[src/rtl/axi32_pkg.sv]
// Shared definitions for the axi32 access arbiter: FSM encoding, AXI response
// codes and the default slave timeout.
package axi32_pkg;

  typedef enum logic [2:0] {
    IDLE,
    WR_ADDR_DATA,
    WR_RESP,
    RD_ADDR,
    RD_DATA,
    DONE
  } state_t;

  localparam logic [1:0] RESP_OKAY       = 2'b00;
  localparam logic [1:0] RESP_SLVERR     = 2'b10;
  localparam logic [7:0] TIMEOUT_DEFAULT = 8'd255;

endpackage

[src/rtl/axi32_rr_arbiter2.sv]
// Two-way round-robin grant: a lone request wins outright, a tie goes to the
// requester that was not granted last.
module axi32_rr_arbiter2 (
  input  logic [1:0] req,
  input  logic       last_grant,
  input  logic       enable,
  output logic [1:0] grant
);

  always_comb begin
    grant = 2'b00;
    if (enable) begin
      if (req == 2'b11) grant = last_grant ? 2'b01 : 2'b10;
      else              grant = req;
    end
  end

endmodule

[src/rtl/axi32_access_arbiter.sv]
// Shares one AXI4-Lite master port between two requesters, one transaction in
// flight at a time, with a per-transaction slave timeout.
module axi32_access_arbiter
  import axi32_pkg::*;
#(
  parameter int         datawidth      = 32,
  parameter int         addrwidth      = 8,
  parameter logic [7:0] timeout_cycles = TIMEOUT_DEFAULT
) (
  input  logic                       s_axi_clk_in,
  input  logic                       s_axi_reset_n_in,
  input  logic [1:0]                 req_valid_in,
  input  logic [1:0]                 req_write_in,
  input  logic [2*addrwidth-1:0]     req_addr_in,
  input  logic [2*datawidth-1:0]     req_wdata_in,
  input  logic [2*datawidth/8-1:0]   req_wstrb_in,
  output logic [1:0]                 req_accept_out,
  output logic [1:0]                 rsp_valid_out,
  output logic [datawidth-1:0]       rsp_rdata_out,
  output logic [1:0]                 rsp_resp_out,
  output logic                       rsp_timeout_out,
  output logic [addrwidth-1:0]       m_axi_awaddr_out,
  output logic                       m_axi_awvalid_out,
  input  logic                       m_axi_awready_in,
  output logic [datawidth-1:0]       m_axi_wdata_out,
  output logic [datawidth/8-1:0]     m_axi_wstrb_out,
  output logic                       m_axi_wvalid_out,
  input  logic                       m_axi_wready_in,
  input  logic [1:0]                 m_axi_bresp_in,
  input  logic                       m_axi_bvalid_in,
  output logic                       m_axi_bready_out,
  output logic [addrwidth-1:0]       m_axi_araddr_out,
  output logic                       m_axi_arvalid_out,
  input  logic                       m_axi_arready_in,
  input  logic [datawidth-1:0]       m_axi_rdata_in,
  input  logic [1:0]                 m_axi_rresp_in,
  input  logic                       m_axi_rvalid_in,
  output logic                       m_axi_rready_out
);

  localparam int strbwidth = datawidth / 8;

  state_t                 state;
  logic                   last_grant;
  logic                   gnt_idx;
  logic                   wr_lat;
  logic                   to_lat;
  logic [1:0]             resp_lat;
  logic [datawidth-1:0]   rdata_lat;
  logic [7:0]             tcnt;
  logic [7:0]             tcnt_nxt;
  logic [1:0]             grant;
  logic                   busy;
  logic                   timeout_hit;
  logic                   take;
  logic                   wr_sel;
  logic [addrwidth-1:0]   addr_lat;
  logic [datawidth-1:0]   wdata_lat;
  logic [strbwidth-1:0]   wstrb_lat;

  axi32_rr_arbiter2 u_arb (
    .req        (req_valid_in),
    .last_grant (last_grant),
    .enable     (state == IDLE),
    .grant      (grant)
  );

  assign busy        = (state != IDLE) && (state != DONE);
  assign tcnt_nxt    = tcnt + 8'd1;
  assign timeout_hit = busy && (tcnt_nxt == timeout_cycles);
  assign take        = (state == IDLE) && (|grant);
  assign wr_sel      = grant[1] ? req_write_in[1] : req_write_in[0];

  // Request payload is captured once at grant so requesters may change or drop
  // their inputs while the transaction is in flight.
  always_ff @(posedge s_axi_clk_in) begin
    if (take) begin
      if (grant[1]) begin
        addr_lat  <= req_addr_in[addrwidth +: addrwidth];
        wdata_lat <= req_wdata_in[datawidth +: datawidth];
        wstrb_lat <= req_wstrb_in[strbwidth +: strbwidth];
      end else begin
        addr_lat  <= req_addr_in[0 +: addrwidth];
        wdata_lat <= req_wdata_in[0 +: datawidth];
        wstrb_lat <= req_wstrb_in[0 +: strbwidth];
      end
    end
  end

  assign m_axi_awaddr_out = addr_lat;
  assign m_axi_araddr_out = addr_lat;
  assign m_axi_wdata_out  = wdata_lat;
  assign m_axi_wstrb_out  = wstrb_lat;

  always_ff @(posedge s_axi_clk_in or negedge s_axi_reset_n_in) begin
    if (!s_axi_reset_n_in) begin
      state             <= IDLE;
      last_grant        <= 1'b1;
      gnt_idx           <= 1'b0;
      wr_lat            <= 1'b0;
      to_lat            <= 1'b0;
      resp_lat          <= RESP_OKAY;
      rdata_lat         <= '0;
      tcnt              <= 8'd0;
      req_accept_out    <= 2'b00;
      rsp_valid_out     <= 2'b00;
      rsp_rdata_out     <= '0;
      rsp_resp_out      <= RESP_OKAY;
      rsp_timeout_out   <= 1'b0;
      m_axi_awvalid_out <= 1'b0;
      m_axi_wvalid_out  <= 1'b0;
      m_axi_bready_out  <= 1'b0;
      m_axi_arvalid_out <= 1'b0;
      m_axi_rready_out  <= 1'b0;
    end else begin
      req_accept_out  <= 2'b00;
      rsp_valid_out   <= 2'b00;
      rsp_timeout_out <= 1'b0;
      if (busy) tcnt <= tcnt_nxt;

      if (timeout_hit) begin
        m_axi_awvalid_out <= 1'b0;
        m_axi_wvalid_out  <= 1'b0;
        m_axi_bready_out  <= 1'b0;
        m_axi_arvalid_out <= 1'b0;
        m_axi_rready_out  <= 1'b0;
        resp_lat          <= RESP_SLVERR;
        rdata_lat         <= '0;
        to_lat            <= 1'b1;
        state             <= DONE;
      end else begin
        case (state)
          IDLE: begin
            if (take) begin
              gnt_idx        <= grant[1];
              wr_lat         <= wr_sel;
              to_lat         <= 1'b0;
              tcnt           <= 8'd0;
              req_accept_out <= grant;
              // Response-side ready goes up with the request so the slave
              // always sees it high at the address/data handshake.
              if (wr_sel) begin
                m_axi_awvalid_out <= 1'b1;
                m_axi_wvalid_out  <= 1'b1;
                m_axi_bready_out  <= 1'b1;
                state             <= WR_ADDR_DATA;
              end else begin
                m_axi_arvalid_out <= 1'b1;
                m_axi_rready_out  <= 1'b1;
                state             <= RD_ADDR;
              end
            end
          end
          WR_ADDR_DATA: begin
            if (m_axi_awready_in) m_axi_awvalid_out <= 1'b0;
            if (m_axi_wready_in)  m_axi_wvalid_out  <= 1'b0;
            if ((!m_axi_awvalid_out || m_axi_awready_in) &&
                (!m_axi_wvalid_out  || m_axi_wready_in))
              state <= WR_RESP;
          end
          WR_RESP: begin
            if (m_axi_bvalid_in) begin
              resp_lat         <= m_axi_bresp_in;
              m_axi_bready_out <= 1'b0;
              state            <= DONE;
            end
          end
          RD_ADDR: begin
            if (m_axi_arready_in) begin
              m_axi_arvalid_out <= 1'b0;
              state             <= RD_DATA;
            end
          end
          RD_DATA: begin
            if (m_axi_rvalid_in) begin
              resp_lat         <= m_axi_rresp_in;
              rdata_lat        <= m_axi_rdata_in;
              m_axi_rready_out <= 1'b0;
              state            <= DONE;
            end
          end
          DONE: begin
            rsp_valid_out[gnt_idx] <= 1'b1;
            rsp_resp_out           <= resp_lat;
            rsp_timeout_out        <= to_lat;
            // Write completions keep the last read data visible.
            if (!wr_lat || to_lat) rsp_rdata_out <= rdata_lat;
            last_grant             <= gnt_idx;
            state                  <= IDLE;
          end
          default: state <= IDLE;
        endcase
      end
    end
  end

endmodule

[config.mk]
export PLATFORM = sky130hd
export DESIGN_NAME = axi32_access_arbiter
export DESIGN_NICKNAME = d
export VERILOG_FILES = /design/src/rtl/axi32_pkg.sv /design/src/rtl/axi32_rr_arbiter2.sv /design/src/rtl/axi32_access_arbiter.sv
export SDC_FILE = /design/constraint.sdc
export NUM_CORES = 1
export LEC_CHECK = 0
export ABC_CLOCK_PERIOD_IN_PS = 2200
export CAP_MARGIN = 20
export CORE_MARGIN = 2
export CORE_UTILIZATION = 39
export CTS_CLUSTER_DIAMETER = 100
export DETAILED_ROUTE_END_ITERATION = 8
export PLACE_DENSITY = 0.76
export SYNTH_ARGS = -nofsm -noshare
export SYNTH_HDL_FRONTEND = slang
export SYNTH_SLANG_ARGS = --single-unit
[constraint.sdc]
create_clock -name s_axi_clk_in -period 2.2 [get_ports s_axi_clk_in]
set_input_delay 0.33 -clock s_axi_clk_in [delete_from_list [all_inputs] [get_ports s_axi_clk_in]]
set_output_delay 0.33 -clock s_axi_clk_in [all_outputs]
set_load 0.01 [all_outputs]
==> results.md <==
* Final Max Slew Viols at 0
* Die Ht at about 130 um
* Clock tree buffer depth at 2
* Placer Congestion at 0.814
* Critical setup path kind: reg -> reg
* Peak Freq at a little under 500 MHz
* Grt ovf at 0
* Routed Antenna Nets at 0
* Slew HR at between 50% and 60%
* Hold Slack at about 0.44 ns
* Main synth FF type: dfrtp_1
* First-pass GRT wire length at roughly 24000 um
* Syn Nets at slightly below 600
* Synthesized area at around 5800 um^2
* RSZ-0062 raised after global routing: no
* Status: finished clean
* Int Pwr at between 7 and 8 mW
* Routed length per instance at roughly 18 um
* Dpl cells at approximately 850
* Period utilisation layout at around nine tenths
* Final Instance Area at 8880 um^2
* Cells after Synth at approximately 450
* Post-Place Worst Slack at 0.00970 ns
* Hold Violations, Final at 0
* Asr flop ratio synth at about two thirds
* Vias per cell at roughly 4.9
* Final cell count without fillers at 879
* Lkg Pwr at approximately 3.6 nW
* Router iterations before antenna repair at 4
* Share of total power in the clock network at between 20% and 30%
* DRC viols at 0
* PD cells at about 1200 nW/um^2
* Arrival @ worst endpoint at 2.30 ns
* Post-Route Setup TNS at 0 ns
* Routed via count at around 4300
* Clk sinks at 137
* Vias in the first global route at approximately 4400
* Fin util at 61.1%
* Layout cell share with drive strength beyond 1 at a little under a fifth
* Syn avg cell area at ~13 um^2
* Clock buffer count from CTS at 17
* Final Power at ~11 mW
* Post-synth cell types at 46
* Leading cell type in the layout, fill and taps excluded: clkdlybuf4s50_1
* Full die area at 15800 um^2
* Io pins at roughly 230
* Initial antenna violation count at 0
* Starting density of the core at between 30% and 40%
* CORE AREA at between 10000 and 15000 um^2
* Worst-Margin Slew at around 0.63 ns
* Layout Nets at a little over 800
* Die W at around 130 um
* Port bufs at 230
* TritonCTS clock tree: done
* Area Overhead vs Synth at 53.3%
* Synth top area share at slightly below 40%
* Fin crit period at 2.01 ns
* Seq pwr share at between 30% and 40%
* Post-synthesis sequential area ratio at between 60% and 70%
* #FFs+latches synth at roughly 140
* DP HPWL at between 10000 and 15000 um
* Yosys top cell by area: dfrtp_1
* Largest net degree at the start of global routing at slightly below 50
* Crit path max fanout at 40
* Count of flip-flops with a built-in enable after synthesis at 44
* Warnings, synthesis at 0
* Clk_lat worst skew at about 0.42 ns
* Gate power share at 36.9%
* Clk root buf: clkbuf_16
* Top area cells in the synthesized netlist: dfrtp_1 40%, edfxtp_1 23%, mux2_2 15%
* Worst-path clk slew at roughly 0.060 ns
* Max-cap violations at 0
* Most frequent cells in the layout: 229 x clkdlybuf4s50_1, 92 x dfrtp_1, 77 x mux2_2
* FP Rows at 44
* Post-CTS Setup Repair Bufs at 0
* WP data required at 2.49 ns
* Clock Skew at ~0.013 ns
* Final worst slack at 0.187 ns
* Placed Area at ~8300 um^2
* Final setup violating endpoints at 0
* Total GRT Usage at about 20%
* VDD IR max at between 0.6 and 0.7 mV
* Worst Hold Class: reg -> reg
* Routed WL at about 16000 um
* CP endpoint kind: register
* First DRT Iteration DRCs at 267
* Critical Path Source Type: register
* NetSw at between 3 and 4 mW
* Switching share of power at around 30%
* H-Tree Depth at 4
[state kept, by name, summed over array words and instances, names as in the netlist, 2 cells and up]
signal	cells
resp_lat	2
req_accept_out	2
m_axi_araddr_out	8
tcnt	8
rsp_valid_out	2
m_axi_wstrb_out	4
state	3
rsp_resp_out	2
rdata_lat	32
m_axi_wdata_out	32
rsp_rdata_out	32
[cells in the mapped netlist (2+ instances only)]
master    count
a211oi_1      3
a21boi_0      2
a21o_1        3
a21oi_1      29
a21oi_2       5
a311oi_1      4
and3_1        3
buf_2         9
buf_4        14
buf_6         3
clkbuf_1      4
dfrtp_1      92
edfxtp_1     44
ha_1          2
inv_1         5
mux2_2       77
mux2i_1       3
nand2_1      73
nand2b_1      2
nand4_1       3
nor2_1       24
nor2b_1       5
nor3_1        3
o21ai_0       4
xor2_1        8
[critical path: stages (launching register included)]
cell and delay, ns:
dfrtp_1 0.43, ha_1 0.26, and3_1 0.21, xor2_1 0.14, o2111a_1 0.14, and2_4 0.28, or3_1 0.42
[metal layers]
metal | wire length (um) | vias to the layer above | global-route usage (%)
li1 | - | 2024 | -
met1 | 6150 | 2102 | 23.7
met2 | 8090 | 158 | 33.4
met3 | 888 | 25 | 5.48
met4 | 370 | 0 | 7.24
met5 | 0 | - | 0
[power groups by stage]
stage                     Clock [mW]  Sequential, mW  Combinational [mW]
final                           2.52            4.29                3.98
after global routing            2.69            4.41                4.27
after CTS                       2.56            4.29                4.02
after detailed placement           0            4.33                4.00
after global placement             0            4.26                3.89
after floorplan                    0            4.49                1.71
[logic make-up (layout without fill, tap and decap cells)]
kind of cell	count (synthesis)	after routing	share of synthesized area, %
AOI/OAI and AO/OA	59	59	6.55
buffers and inverters	37	286	3.91
adders and majority gates	2	2	0.432
and+or+nand+nor	119	119	8.62
other	0	1	0
xor gates and xnor gates	9	9	1.36
DFF	137	137	63.0
muxes	82	82	16.1
[cell type report]
type / instances / area (um^2)
multi-input cells: 271 / 1930
inverters: 6 / 23.8
clock buffers: 24 / 473
well taps: 184 / 230
clock inverters: 8 / 45.0
diodes: 1 / 2.50
fillers: 1146 / 5660
repair buffers: 248 / 2520
flip-flops and latches: 137 / 3650
[path summary, 6_finish.rpt]
kind | cells after the start | to | startpoint | slack (ns)
worst max-delay path | 6 | state[2]$_DFFE_PN0P_ | tcnt[0]$_DFF_PN0_ | 0.19
worst min-delay path | 1 | rsp_valid_out[0]$_DFF_PN0_ | gnt_idx$_DFFE_PN0P_ | 0.44
worst max register to register | 6 | state[2]$_DFFE_PN0P_ | tcnt[0]$_DFF_PN0_ | 0.19
worst min register to register | 1 | rsp_valid_out[0]$_DFF_PN0_ | gnt_idx$_DFFE_PN0P_ | 0.44
max in group asynchronous | 3 | rdata_lat[1]$_DFFE_PN0P_ | s_axi_reset_n_in | 1.06
min in group asynchronous | 2 | rsp_rdata_out[21]$_DFFE_PN0P_ | s_axi_reset_n_in | 0.48
[timing repair]
item | in CTS | in global routing
gates resized for setup | 0 | 1
hold endpoints to repair | 45 | 0
setup endpoints to repair | 0 | 1
hold buffers | 1 | 0
Power figures use the tool's default switching activity.
